<file path="config.mk">
export PLATFORM = sky130hd
export DESIGN_NAME = button_conditioner_flat
export DESIGN_NICKNAME = d
export VERILOG_FILES = /design/src/rtl/button_conditioner_if.sv /design/src/rtl/button_conditioner.sv /design/src/flat_wrapper.sv
export SDC_FILE = /design/constraint.sdc
export NUM_CORES = 1
export LEC_CHECK = 0
export CORE_MARGIN = 10
export CORE_UTILIZATION = 37
export CTS_BUF_LIST = sky130_fd_sc_hd__clkbuf_2 sky130_fd_sc_hd__clkbuf_4 sky130_fd_sc_hd__clkbuf_8
export DETAILED_ROUTE_END_ITERATION = 10
export GPL_TIMING_DRIVEN = 0
export PLACE_DENSITY_LB_ADDON = 0.08
export SLEW_MARGIN = 20
export SYNTH_ARGS = -nofsm -noshare
export SYNTH_HDL_FRONTEND = slang
export SYNTH_SLANG_ARGS = --single-unit
</file>
<file path="constraint.sdc">
create_clock -name clk_i -period 2.22 [get_ports clk_i]
set_input_delay 0.666 -clock clk_i [delete_from_list [all_inputs] [get_ports clk_i]]
set_output_delay 0.666 -clock clk_i [all_outputs]
set_load 0.05 [all_outputs]
</file>
<file path="src/rtl/button_conditioner_if.sv">
// Raw button inputs and conditioned pulse/level outputs
// between the button pads and the duty-level counter.
interface button_conditioner_if;
    logic       incr_raw_i;
    logic       decr_raw_i;
    logic       incr_pulse_o;
    logic       decr_pulse_o;
    logic [1:0] btn_level_o;

    modport master (
        output incr_raw_i,
        output decr_raw_i,
        input  incr_pulse_o,
        input  decr_pulse_o,
        input  btn_level_o
    );

    modport slave (
        input  incr_raw_i,
        input  decr_raw_i,
        output incr_pulse_o,
        output decr_pulse_o,
        output btn_level_o
    );
endinterface

</file>
<file path="src/rtl/button_conditioner.sv">
// Two-channel button conditioner: synchroniser, debounce,
// press pulse, hold-to-repeat and two-button lockout.
module button_conditioner #(
    parameter int unsigned DEBOUNCE_CYC = 50000,
    parameter int unsigned REPEAT_DLY   = 5000000,
    parameter int unsigned REPEAT_PER   = 1000000,
    parameter bit          REPEAT_EN    = 1'b1
) (
    input logic                 clk_i,
    input logic                 rst_ni,
    button_conditioner_if.slave btn
);

    localparam int unsigned TMR_MAX =
        (REPEAT_DLY > REPEAT_PER) ? REPEAT_DLY : REPEAT_PER;
    localparam int DW = $clog2(DEBOUNCE_CYC + 1);
    localparam int TW = $clog2(TMR_MAX + 1);

    localparam logic [DW-1:0] DB_LAST  = DW'(DEBOUNCE_CYC - 1);
    localparam logic [TW-1:0] DLY_LAST = TW'(REPEAT_DLY - 1);
    localparam logic [TW-1:0] PER_LAST = TW'(REPEAT_PER - 1);

    typedef enum logic [1:0] {
        IDLE,
        HOLD,
        REPEAT,
        LOCK
    } state_t;

    // Bit 0 is the increase channel, bit 1 the decrease channel.
    logic [1:0]    raw;
    logic [1:0]    sync1_q;
    logic [1:0]    sync2_q;
    logic [1:0]    lvl_q;
    logic [1:0]    lvl_d;
    logic [1:0]    lvl_out_q;
    logic [1:0]    oth;
    logic [1:0]    pulse_q;
    logic [1:0]    pulse_d;
    logic [DW-1:0] cnt_q [2];
    logic [DW-1:0] cnt_d [2];
    logic [TW-1:0] tmr_q [2];
    logic [TW-1:0] tmr_d [2];
    state_t        st_q  [2];
    state_t        st_d  [2];

    assign raw = {btn.decr_raw_i, btn.incr_raw_i};
    assign oth = {lvl_q[0], lvl_q[1]};

    always_comb begin
        lvl_d = lvl_q;
        cnt_d = cnt_q;
        for (int i = 0; i < 2; i++) begin
            if (sync2_q[i] == lvl_q[i]) begin
                cnt_d[i] = '0;
            end else if (cnt_q[i] == DB_LAST) begin
                lvl_d[i] = sync2_q[i];
                cnt_d[i] = '0;
            end else begin
                cnt_d[i] = cnt_q[i] + 1'b1;
            end
        end
    end

    // IDLE with the level high can only mean a fresh rise:
    // every path back to IDLE requires the level to be low.
    always_comb begin
        st_d    = st_q;
        tmr_d   = tmr_q;
        pulse_d = '0;
        for (int i = 0; i < 2; i++) begin
            unique case (st_q[i])
                IDLE: begin
                    if (lvl_q[i]) begin
                        if (oth[i]) begin
                            st_d[i] = LOCK;
                        end else begin
                            pulse_d[i] = 1'b1;
                            tmr_d[i]   = '0;
                            st_d[i]    = HOLD;
                        end
                    end
                end
                HOLD, REPEAT: begin
                    if (!lvl_q[i]) begin
                        st_d[i] = IDLE;
                    end else if (oth[i]) begin
                        st_d[i] = LOCK;
                    end else if (REPEAT_EN) begin
                        if (tmr_q[i] == ((st_q[i] == HOLD) ?
                                         DLY_LAST : PER_LAST)) begin
                            pulse_d[i] = 1'b1;
                            tmr_d[i]   = '0;
                            st_d[i]    = REPEAT;
                        end else begin
                            tmr_d[i] = tmr_q[i] + 1'b1;
                        end
                    end
                end
                LOCK: begin
                    if (!lvl_q[i]) begin
                        st_d[i] = IDLE;
                    end
                end
                default: st_d[i] = IDLE;
            endcase
        end
    end

    always_ff @(posedge clk_i or negedge rst_ni) begin
        if (!rst_ni) begin
            sync1_q   <= '0;
            sync2_q   <= '0;
            lvl_q     <= '0;
            lvl_out_q <= '0;
            pulse_q   <= '0;
            for (int i = 0; i < 2; i++) begin
                cnt_q[i] <= '0;
                tmr_q[i] <= '0;
                st_q[i]  <= IDLE;
            end
        end else begin
            sync1_q   <= raw;
            sync2_q   <= sync1_q;
            lvl_q     <= lvl_d;
            lvl_out_q <= lvl_q;
            pulse_q   <= pulse_d;
            cnt_q     <= cnt_d;
            tmr_q     <= tmr_d;
            st_q      <= st_d;
        end
    end

    assign btn.incr_pulse_o = pulse_q[0];
    assign btn.decr_pulse_o = pulse_q[1];
    assign btn.btn_level_o  = lvl_out_q;

endmodule
</file>
<file path="src/flat_wrapper.sv">
// flat-port wrapper written by rule: the top's interface ports become plain ports
module button_conditioner_flat 
#(
    parameter int unsigned DEBOUNCE_CYC = 50000,
    parameter int unsigned REPEAT_DLY   = 5000000,
    parameter int unsigned REPEAT_PER   = 1000000,
    parameter bit          REPEAT_EN    = 1'b1
)
  (clk_i, rst_ni, btn_incr_raw_i, btn_decr_raw_i, btn_incr_pulse_o, btn_decr_pulse_o, btn_btn_level_o);
  button_conditioner_if btn_i ();
  input logic clk_i;
  input logic rst_ni;
  input wire logic [$bits(btn_i.incr_raw_i)-1:0] btn_incr_raw_i;
  input wire logic [$bits(btn_i.decr_raw_i)-1:0] btn_decr_raw_i;
  output wire logic [$bits(btn_i.incr_pulse_o)-1:0] btn_incr_pulse_o;
  output wire logic [$bits(btn_i.decr_pulse_o)-1:0] btn_decr_pulse_o;
  output wire logic [$bits(btn_i.btn_level_o)-1:0] btn_btn_level_o;
  assign btn_i.incr_raw_i = btn_incr_raw_i;
  assign btn_i.decr_raw_i = btn_decr_raw_i;
  assign btn_incr_pulse_o = btn_i.incr_pulse_o;
  assign btn_decr_pulse_o = btn_i.decr_pulse_o;
  assign btn_btn_level_o = btn_i.btn_level_o;
  button_conditioner #(.DEBOUNCE_CYC(DEBOUNCE_CYC), .REPEAT_DLY(REPEAT_DLY), .REPEAT_PER(REPEAT_PER), .REPEAT_EN(REPEAT_EN)) u_core (.clk_i(clk_i), .rst_ni(rst_ni), .btn(btn_i));
endmodule
</file>
---- After elaboration in Yosys (flattened, before gate mapping) ----
Index checks and enable logic that the tools add are counted.
W data, S select, Z words.
word-level totals
  flip-flop bits (word level) ............. 92
  bits of input ports ..................... 4
  output and inout port bits .............. 4
  logic and storage cells ................. 98
cells by class
  add/sub/neg operators ................... 4
  eq/ne operators ......................... 24
  multiplexer cells ....................... 44
  bitwise logic cells ..................... 2
  reduce and logical (&&, ||, !) cells .... 12
operator list
  kind                     number
  $mux W23                 12
  $pmux W23 S2             2
  $mux W16                 4
  $add A23 B1 Y23 const B  2
  $eq A23 B23 Y1           2
  $add A16 B1 Y16 const B  2
  $eq A16 B16 Y1 const B   2
  $mux W2                  12
  $ne A2 B2 Y1 const B     6
  $pmux W2 S3              2
  $mux W1                  10
  $reduce_and A5 Y1        2
  $eq A2 B2 Y1 const B     4
  $ne A2 B1 Y1 const B     4
  $reduce_and A3 Y1        2
  $eq A2 B1 Y1 const B     2
  $logic_not A2 Y1         2
  $ne A4 B3 Y1 const B     1
  $ne A4 B4 Y1 const B     1
  $pmux W1 S2              2
  $reduce_and A2 Y1        2
  $reduce_bool A2 Y1       2
  $reduce_or A2 Y1         2
  $eq A1 B1 Y1             2
  $not A1 Y1               2

---- Logic depth before layout (Yosys ltp) ----
Gate-level depths: netlist of run 1.
  word-level depth ........................ 7
  depth in mapped cells ................... 8
  gate-level depth less buffers ........... 7

---- Worst setup path before layout of run 1 ----
No wires, ideal clock.
  path type ............................... register -> register
  start ................................... register u_core.tmr_q[23] (netlist bit)
  end ..................................... register u_core.st_q[3] (netlist bit)
  setup time .............................. 0.111 ns
  arrival ................................. 1.993 ns
  data required time ...................... 2.109 ns
  path slack .............................. 0.116 ns
  stages on the path, launching flop included .. 7
  buffers on the path ..................... 0
  period minus slack after synthesis ...... 2.104 ns
  cells stage by stage .................... dfrtp_1 > ha_1 > nand3_1 > or3_1 > o41a_4 > and3_4 > a2111oi_2
between the ends
  cells in the longest elaborated chain, start to end .. 3
ends and longest elaborated chain
  element                             line                       text
  start: declaration                  button_conditioner.sv:42   logic [TW-1:0] tmr_q [2];
  start signal: assignment            button_conditioner.sv:129  tmr_q <= tmr_d;
  $eq A23 B23 Y1                      button_conditioner.sv:90   if (tmr_q[i] == ((st_q[i] == HOLD) ?
  $ne A4 B3 Y1 (no source line)       --
  $reduce_and A3 Y1 (no source line)  --
  end signal: assignment              button_conditioner.sv:130  st_q <= st_d;
  end: declaration                    button_conditioner.sv:44   state_t st_q [2];
Every way passes these cells.
A chain may end at the register's enable or synchronous reset.

---- Worst setup path in the final report of run 1 ----
  start ................................... register u_core.tmr_q[7] (netlist bit)
  end ..................................... register u_core.tmr_q[1] (netlist bit)
between the ends
  cells in the longest elaborated chain, start to end .. 5
ends and longest elaborated chain
  element         line                      text
  $eq A23 B23 Y1  button_conditioner.sv:90
  $mux W23        button_conditioner.sv:90
  $mux W23        button_conditioner.sv:87  end else if (oth[i]) begin
  $mux W23        button_conditioner.sv:85  if (!lvl_q[i]) begin
  $pmux W23 S2    button_conditioner.sv:72  unique case (st_q[i])
Every way passes these cells. The select of a mux whose other input is x is not followed.

==> results of run 1 <==
## sequential cells by signal, indices dropped and copies added, names as in the netlist
signal,flops
u_core.tmr_q,46
u_core.cnt_q,32
u_core.st_q,4
u_core.btn.btn_level_o,2
u_core.lvl_q,2
u_core.pulse_q,2
u_core.sync1_q,2
u_core.sync2_q,2
## cell type report
class	count	area (um2)	area share (%)
buffer	15	95.1	1.69
tap	172	215	3.81
inverter	18	67.6	1.20
timing repair buffer	20	196	3.48
sequential	92	2300	40.8
clock buffer	10	138	2.44
clock inverter	6	55.1	0.976
multi-input combinational	398	2570	45.6
## final timing paths
| path | to | start | slack, ns | cells after the start |
|---|---|---|---|---|
| min in group clk_i | u_core.sync2_q[1]$_DFF_PN0_ | u_core.sync1_q[1]$_DFF_PN0_ | 0.36 | 0 |
| max in group asynchronous | u_core.tmr_q[25]$_DFFE_PN0P_ | rst_ni | 1.47 | 2 |
| max reg2reg | u_core.tmr_q[1]$_DFFE_PN0P_ | u_core.tmr_q[7]$_DFFE_PN0P_ | -0.003 | 6 |
| min | u_core.tmr_q[9]$_DFFE_PN0P_ | rst_ni | 0.13 | 1 |
| max | u_core.tmr_q[1]$_DFFE_PN0P_ | u_core.tmr_q[7]$_DFFE_PN0P_ | -0.003 | 6 |
| min reg2reg | u_core.sync2_q[1]$_DFF_PN0_ | u_core.sync1_q[1]$_DFF_PN0_ | 0.36 | 0 |
## per-stage QoR
step / worst slack [ns] / setup TNS (ns)
after detailed placement: -0.266 / -7.12
final: -0.00271 / -0.00271
after floorplan: 0.116 / 0
after global routing: -0.0441 / -0.211
after CTS: 0.00144 / 0
after global placement: -3.05 / -285.17
## logic make-up (layout without fill, tap and decap cells)
group	after synthesis	in the layout	share of synthesized area [%]
simple gates	264	264	27.6
xor+xnor	41	41	7.40
compound gates	79	80	11.5
fa+ha+maj	10	10	2.58
flops	92	92	47.4
mux	3	3	0.696
buf+inv	34	69	2.76
## per-layer routing
metal / wire length (um) / GRT usage [%]
met1: 5810 / 17.8
met2: 4880 / 17.9
met3: 352 / 1.97
met4: 197 / 5.26
met5: 0 / 0
## where the power goes
part	leakage (nW)	internal (W)	switching, W
sequential	1.27	0.00169	0.0000116
combinational	0.912	0.0000202	0.0000498
clock	0.0990	0.000458	0.000666
## worst max-delay path, delay by kind of cell (launching register included)
kind	cells	cell delay [ns]
AND/OR/NAND/NOR	2	0.95
flip-flops	1	0.44
buffers and inverters	2	0.40
AO/OA/AOI/OAI	2	0.33
## what timing repair did
| item | 4_1_cts | 5_1_grt |
|---|---|---|
| buffers inserted | 2 | 9 |
| setup endpoints to repair | 52 | 65 |
| hold buffers | 0 | 0 |
| gates cloned | 0 | 2 |
| pin swaps | 1 | 8 |
| resized for setup | 22 | 31 |
## layout by cell type (no fill, tap or decap), drive strengths merged, types with 2 or more instances in the layout
| master | Yosys | routed |
|---|---|---|
| a21o | 5 | 5 |
| a21oi | 13 | 13 |
| a22oi | 2 | 2 |
| a2bb2oi | 3 | 3 |
| a31oi | 4 | 5 |
| and2 | 4 | 4 |
| and3 | 12 | 12 |
| and4 | 5 | 5 |
| buf | 4 | 19 |
| clkbuf | 12 | 20 |
| clkdlybuf4s50 | 0 | 3 |
| clkinv | 0 | 4 |
| dfrtp | 92 | 92 |
| dlygate4sd2 | 0 | 2 |
| ha | 10 | 10 |
| inv | 18 | 20 |
| mux2 | 3 | 3 |
| nand2 | 55 | 55 |
| nand2b | 4 | 4 |
| nand3 | 45 | 45 |
| nand4 | 17 | 17 |
| nand4b | 2 | 2 |
| nor2 | 63 | 63 |
| nor2b | 4 | 4 |
| nor3 | 18 | 18 |
| nor4 | 14 | 14 |
| nor4b | 3 | 3 |
| o211ai | 4 | 4 |
| o21ai | 17 | 17 |
| o22ai | 5 | 5 |
| o311ai | 10 | 10 |
| o31a | 2 | 2 |
| o31ai | 8 | 8 |
| or2 | 5 | 5 |
| or3 | 6 | 6 |
| or4b | 3 | 3 |
| xnor2 | 27 | 27 |
| xor2 | 14 | 14 |
==> results summary, run 1 <==
The run finished, with violations left. The final reports fail on negative setup slack. The die height came out at roughly 130 um. Port buffering added 7 buffers. The number of antenna diodes in the final layout is 0. The initial antenna violation count is 0. The die is 135 um wide. The sequential share of the synthesized area is 47.4%.

The floorplan has 41 rows. The area growth from synthesis to layout is 16.3%. The average detailed-routed wire length per instance is 15.4 um.

After synthesis, the most frequently instantiated cells are sky130_fd_sc_hd__dfrtp_1, sky130_fd_sc_hd__nor2_1, sky130_fd_sc_hd__nand2_1. Sorting the synthesized cells by area gives the leading types as sky130_fd_sc_hd__dfrtp_1, sky130_fd_sc_hd__nor2_1, sky130_fd_sc_hd__xnor2_1, sky130_fd_sc_hd__nand3_1, sky130_fd_sc_hd__nand2_1. The routed via count came out at about 4,000.

The worst slew margin relative to its limit is 51.6%. The worst setup path is launched from a flip-flop. The achievable clock frequency came out at 450 MHz. The die covers 18,100 um2. The total congestion overflow after global routing came out at 0. The period utilization came out at 100%. The total cell area at the placement stage is approximately 5200 um2. The biggest fanout along the worst timing path came out at 5. STA classifies the critical path endpoint as a flip-flop. The wire length of the first global-routing pass came out at approximately 19,000 um. The setup clock skew after layout came out at 0.0198 ns. The data required time of the critical path came out at 2.49 ns. The flop and latch count out of synthesis came out at 92.

TritonCTS built the clock tree. The master of the slowest instance on the critical path is sky130_fd_sc_hd__or4b_4. The number of primary I/O pins is 8.

The mean number of vias per cell came out at 5.44. In this run, the number of DRC markers left after iteration 0 of detailed routing was 247. Of all cell types, the one taking the most synthesized area is sky130_fd_sc_hd__dfrtp_1. The H-tree was split into 3 levels.

The share of post-route cells with drive strength above 1 is 14.3%. The placer's final routability congestion estimate came out at ~0.80. The critical path goes through or4b_4 -> nor4_4 -> buf_4 -> a31oi_4 -> buf_4 -> a32o_1. Yosys mapped a number of flops with a built-in enable equal to 0. The length of the first detailed-routing pass in iterations came out at 5. The number of warnings issued by yosys came out at 0. The distinct cell type count after synthesis came out at 51.

The total power is 0.00289 W. In this design, the stage delay of the slowest critical-path cell is 0.57 ns. No sink is reached through more buffers than the 2 on the longest clock path. In the synthesized netlist the async set-or-reset flop fraction comes to 100%.

The actual transition at the worst max-transition pin is a little over 0.7 ns. The number of nets in the synthesized netlist is 537. The cell sitting at the root of the clock tree is a sky130_fd_sc_hd__clkbuf_8. The number of maximum-capacitance constraint violations is 0. The final count of pins violating max slew came out at 0.

In the final design database the tool counted 568 nets. The final design instance area without fill is approximately 5600 um2. The post-synth design cell area is 4850 um2. Among all flip-flop cells after synthesis, the most frequent one is sky130_fd_sc_hd__dfrtp_1. Once placement completed, the tool counted placed cells totaling 703. The half-perimeter wire length after detailed placement is 7480 um.

Setup repair after global routing could not meet its margin everywhere. The number of buffers created by CTS is 9. The region available for standard cell placement spans 12,700 um2. The path class of the tightest hold or removal check is primary input to asynchronous set/reset pin.

The clock transition at the register clock pins on the worst setup and hold paths after CTS is 0.10 ns. The standby leakage power is 2.28 nW. Global routing used ~12% of the available tracks across all layers. Cells fill 44.4% of the core in the end.

The final-layout worst hold slack came out at around 0.13 ns. The number of sinks handled by clock tree synthesis is 92. The most numerous cell type found on the critical path is sky130_fd_sc_hd__buf_4. The power density over the cells came out at 513 nW/um2. The via count of the first global-routing pass is approximately 3,600. The post-detailed-route DRC marker count is 0. The count of endpoints failing hold in the final timing report came to 0. The number of inserted filler cells in the final layout is ~1,300. The post-route minimum period came out at 2.22 ns.

The count of nets left with antenna violations once routing finished came out at 0. The path type of the worst setup path is flip-flop to flip-flop. The number of cells in the finished layout apart from fillers came out at roughly 730.

Once the floorplan was initialized, standard cells occupied 38.1% of the core. The maximum resistive drop on vdd is around 0.00021 V. Setup slack on the critical path of the routed design comes to -0.00271 ns. Setup violations remaining at the end of the flow were counted as 1. The maximum number of pins on one net before global-route repair came out at between 60 and 70.

The mean post-synth cell area came out at 9.28 um2. Of the post-synthesis cell area, the dominant cell type holds 47.4%. Yosys instantiated no cell more often than sky130_fd_sc_hd__dfrtp_1. The critical path data arrival time came out at 2.49 ns.

The later-pin clock latency in the skew report came out at 0.38 ns. Wires add up to around 11,000 um. The number of instances in the synthesized netlist came out at roughly 520.
No activity file was read; power rests on OpenSTA's default activity.
==> run 2, diff against run 1 <==
- CAP_MARGIN: unset -> 20
==> results of run 2 <==
Final layout, timing and power as in run 1 (identical DEF).
==> run 3, diff against run 2 <==
- ABC_AREA: unset -> 1
- CORE_UTILIZATION: 37 -> 45
- GPL_ROUTABILITY_DRIVEN: unset -> 1
==> results summary, run 3 <==
Clock tree synthesis inserted a total of 9 buffers. For the pin with the worst max-slew slack, the measured transition is 0.511 ns. TritonCTS built the clock tree. Net switching is 21.9% of the power. The die height is 130 um.

The half-perimeter wire length after detailed placement came out at 8330 um. 8 I/O pins were placed. The largest registers in the layout are u_core.tmr_q (46), u_core.cnt_q (32), u_core.st_q (4). The total buffers and inverters traversed by the critical path came out at 3.

The post-detailed-route DRC marker count came out at 0. The number of maximum-capacitance constraint violations came out at 0. The worst slew margin relative to its limit came out at ~66%. The kind of cell with the highest combined delay along the critical path is simple AND/OR/NAND/NOR gates. Setup repair after global routing left no endpoint under its margin. The number of buffers inserted by post-CTS setup repair is 0. The mean number of vias per cell came out at 5.03. The total cell area at the placement stage came out at 5770 um2. After synthesis, the share of cell area in mux cells is 0%.

The routed design has 11,100 um of wire. After synthesis, flip-flops and latches occupy 41.9% of the total area. After synthesis, the cell types taking the most area are sky130_fd_sc_hd__dfrtp_1, sky130_fd_sc_hd__nand2_1, sky130_fd_sc_hd__nor2_1, sky130_fd_sc_hd__inv_1, sky130_fd_sc_hd__nand3_1. The synthesized netlist devotes slightly below 4% of its cell area to compound gates. The length of the first detailed-routing pass in iterations came out at 5.

The clock passes through at most 2 buffers. The end of the worst register-to-register path is u_core.tmr_q[40]$_DFFE_PN0P_. The finished layout holds a little under 900 standard cells, fillers aside. The most used flip-flop cell after synthesis is sky130_fd_sc_hd__dfrtp_1. The via count of the first global-routing pass came out at between 4,000 and 5,000. The top cell types in the final layout, fill and taps aside, are sky130_fd_sc_hd__nand2_1, sky130_fd_sc_hd__nor2_1, sky130_fd_sc_hd__dfrtp_1. The detailed router's first-iteration violation count is approximately 290. After synthesis, the most frequently instantiated cells are sky130_fd_sc_hd__nand2_1, sky130_fd_sc_hd__nor2_1, sky130_fd_sc_hd__dfrtp_1. The number of antenna diodes in the final layout is 0. The clock net in this run drives a total of 92 sinks. The power density over the cells is around 500 nW/um2.

Ranked by flip-flop count, first place goes to u_core.tmr_q. The delay contributed by the slowest stage of the critical path came out at 0.41 ns. The routed via count is around 4,500.

The net count of the mapped netlist is 728. After synthesis, the largest area contributor takes up approximately two fifths of total cell area. The number of setup violations in the final report is 0. Walking the worst path, the cells encountered are inv_1 -> ha_1 -> buf_2 -> inv_1 -> nand2_1 -> nand2_2 -> nor2_4 -> nand3_2 -> nor2_1 -> nand3_1 -> nand2_1 -> nor2_1.

The flow ran to the end, and the final reports show no timing, DRC or antenna violations. Across all hold checks on the routed design, the worst slack comes to 0.196 ns. Summing the areas of all fa, ha and maj instances in the mapped netlist gives 2.28% of the synthesized area.

Entering global routing, the biggest net connects 50 pins. The count of buffers inserted at the top-level ports came out at 7. The switching component of the power came out at approximately 0.00066 W. The overall die width came out at around 130 um. The worst setup path is captured at a flip-flop.

CTS built an H-tree with a depth of 3. The category of the worst setup path launch point is a flip-flop. The async set-reset flop share out of synthesis came out at 100%.

The combinational share of power came out at 2.4%. The register-to-register path setup slack is approximately 0.26 ns. The data required time of the critical path came out at between 2 and 3 ns. By startpoint and endpoint, the worst setup path is classified as flip-flop to flip-flop. The setup slack after placement came out at 0.266 ns.

The initial antenna violation count came out at 0. The area of the core region came out at 12,000 um2. From synthesis to final layout, the design area changed by 9.07%.

At the end of the flow, the number of nets in the layout was 747. The later-pin clock latency in the skew report came out at 0.38 ns. The die area is between 15,000 and 20,000 um2. By area, the combinational part of the netlist is dominated by simple AND/OR/NAND/NOR gates. The placer's final routability congestion estimate came out at 0.913. The wire length of the first global-routing pass is 19,600 um.

In this run the critical register-to-register path is launched from u_core.st_q[2]$_DFFE_PN0P_. After layout, the minimum clock period comes to 1.96 ns. The total power came out at ~0.003 W. Timing would allow up to 509 MHz. Dividing the detail-routed wire length by the instance count gives 12.6 um. The post-route netlist has a little over a tenth of its cells at a drive strength greater than 1.

The critical path data arrival time is roughly 2.2 ns. The standby leakage power is 2.73 nW. The flip-flop count of the largest register after layout is 46. The depth of the most critical reg-to-reg path is 12. The part of the power in registers is 56.5%. The site row count is 40. Of all nets on the critical path, the largest fanout is 8.

The number of instances in the synthesized netlist is 714. The netlist uses 38 different library cells. The synthesized design spends more area on one cell type than any other, namely sky130_fd_sc_hd__dfrtp_1. The simple-gate share of the synthesized area came out at a little under two fifths. The relative contribution of the clock network to total power came out at roughly two fifths. The mean post-synth cell area is 7.69 um2.

The number of placed instances, taps included, is 869. The final design instance area without fill is 5990 um2. In this run the remaining antenna-violating nets after routing total 0. The internal cell power is 0.00234 W. The number of enable-type register cells in the synthesized netlist came out at 0. After Yosys synthesis, XOR and XNOR cells account for under 10% of the synthesized area. The maximum resistive drop on vdd came out at 0.000435 V. The master cell of the clock root buffer is sky130_fd_sc_hd__clkbuf_8. Yosys printed 0 warnings.

The cell with the most instances after synthesis is sky130_fd_sc_hd__nand2_1. The min-delay analysis places its worst path in the category primary input to asynchronous set/reset pin. The setup clock skew after layout came out at between 0.01 and 0.015 ns.

The final count of pins violating max slew came out at 0. Leaving out fill and tap cells, the most frequent cell in the layout is sky130_fd_sc_hd__nand2_1. The total routing resource utilization after global routing is 14.3%. Of the available clock period, the critical path in the final layout requires 88.5%. The effective utilization at floorplan is a little under half. The worst-case setup margin in the final layout is 0.256 ns.

After clock tree synthesis, the clock-pin slew on the worst setup and hold paths is 0.09 ns. The synthesized netlist occupies a cell area of 5490 um2. The flop and latch count out of synthesis is 92. The count of endpoints failing hold in the final timing report was 0. The hold buffer count at CTS came out at 0.

The master of the slowest instance on the critical path is sky130_fd_sc_hd__dfrtp_1. The total congestion overflow after global routing came out at 0.
==> run 3: what timing repair did <==
action / 4_1_cts / 5_1_grt
pin swaps: 0 / 0
resized for setup: 1 / 3
endpoints found under the setup margin: 1 / 3
==> run 3: power groups by stage <==
| stage | Combinational [W] | Sequential (W) | Clock, W |
|---|---|---|---|
| floorplan | 0.0000239 | 0.00173 | 0 |
| global placement | 0.0000696 | 0.00173 | 0 |
| detailed placement | 0.0000787 | 0.00173 | 0 |
| CTS | 0.0000790 | 0.00170 | 0.00128 |
| global route | 0.0000865 | 0.00170 | 0.00134 |
| finish | 0.0000732 | 0.00169 | 0.00123 |
==> run 3: final cells by class <==
type | count | area [um2]
fillers | 1155 | 5970
multi-input cells | 527 | 2770
flip-flops and latches | 92 | 2300
inverters | 87 | 340
well taps | 147 | 184
clock buffers | 10 | 131
repair buffers | 8 | 105
clock inverters | 5 | 77.6
plain buffers | 8 | 77.6
==> run 3: how the worst max path moves through the flow <==
stage | from | to | slack [ns] | depth (start not counted)
final | u_core.st_q[2]$_DFFE_PN0P_ | u_core.tmr_q[40]$_DFFE_PN0P_ | 0.26 | 12
after global routing | u_core.st_q[2]$_DFFE_PN0P_ | u_core.tmr_q[36]$_DFFE_PN0P_ | 0.002 | 12
after CTS | u_core.btn.btn_level_o[0]$_DFF_PN0_ | btn_btn_level_o[0] | 0.001 | 1
after detailed placement | u_core.st_q[2]$_DFFE_PN0P_ | u_core.tmr_q[40]$_DFFE_PN0P_ | 0.27 | 12
after global placement | rst_ni | u_core.cnt_q[0]$_DFF_PN0_ | -3.04 | 1
after floorplan | u_core.st_q[0]$_DFFE_PN0P_ | u_core.tmr_q[11]$_DFFE_PN0P_ | 0.53 | 12
==> run 3: cell families (layout without fill, tap and decap cells) <==
family / after synthesis / count (layout)
simple gates: 442 / 442
buf+inv: 95 / 118
flops: 92 / 92
xor+xnor: 38 / 38
compound gates: 37 / 37
fa+ha+maj: 10 / 10
==> run 3: worst register-to-register path, cell delays in order, from the launching register on <==
cell,delay (ns)
sky130_fd_sc_hd__dfrtp_1,0.41
sky130_fd_sc_hd__inv_1,0.06
sky130_fd_sc_hd__ha_1,0.27
sky130_fd_sc_hd__buf_2,0.19
sky130_fd_sc_hd__inv_1,0.09
sky130_fd_sc_hd__nand2_1,0.08
sky130_fd_sc_hd__nand2_2,0.13
sky130_fd_sc_hd__nor2_4,0.18
sky130_fd_sc_hd__nand3_2,0.13
sky130_fd_sc_hd__nor2_1,0.14
sky130_fd_sc_hd__nand3_1,0.08
sky130_fd_sc_hd__nand2_1,0.07
sky130_fd_sc_hd__nor2_1,0.03
==> run 3: routing by layer <==
metal | global-route usage (%) | share of wire, % | vias to the layer above
met4 | 6.54 | 2.1 | 0
met2 | 22.6 | 46 | 45
met1 | 18.5 | 49 | 2081
met3 | 2.82 | 2.7 | 17
met5 | 0 | 0 | -
li1 | - | - | 2307
==> run 3: metrics by stage <==
stage	utilization, %	TNS, ns
floorplan	-	0
global placement	48.0	-279.62
detailed placement	48.3	0
CTS	50.0	0
global route	50.1	0
finish	50.1	0
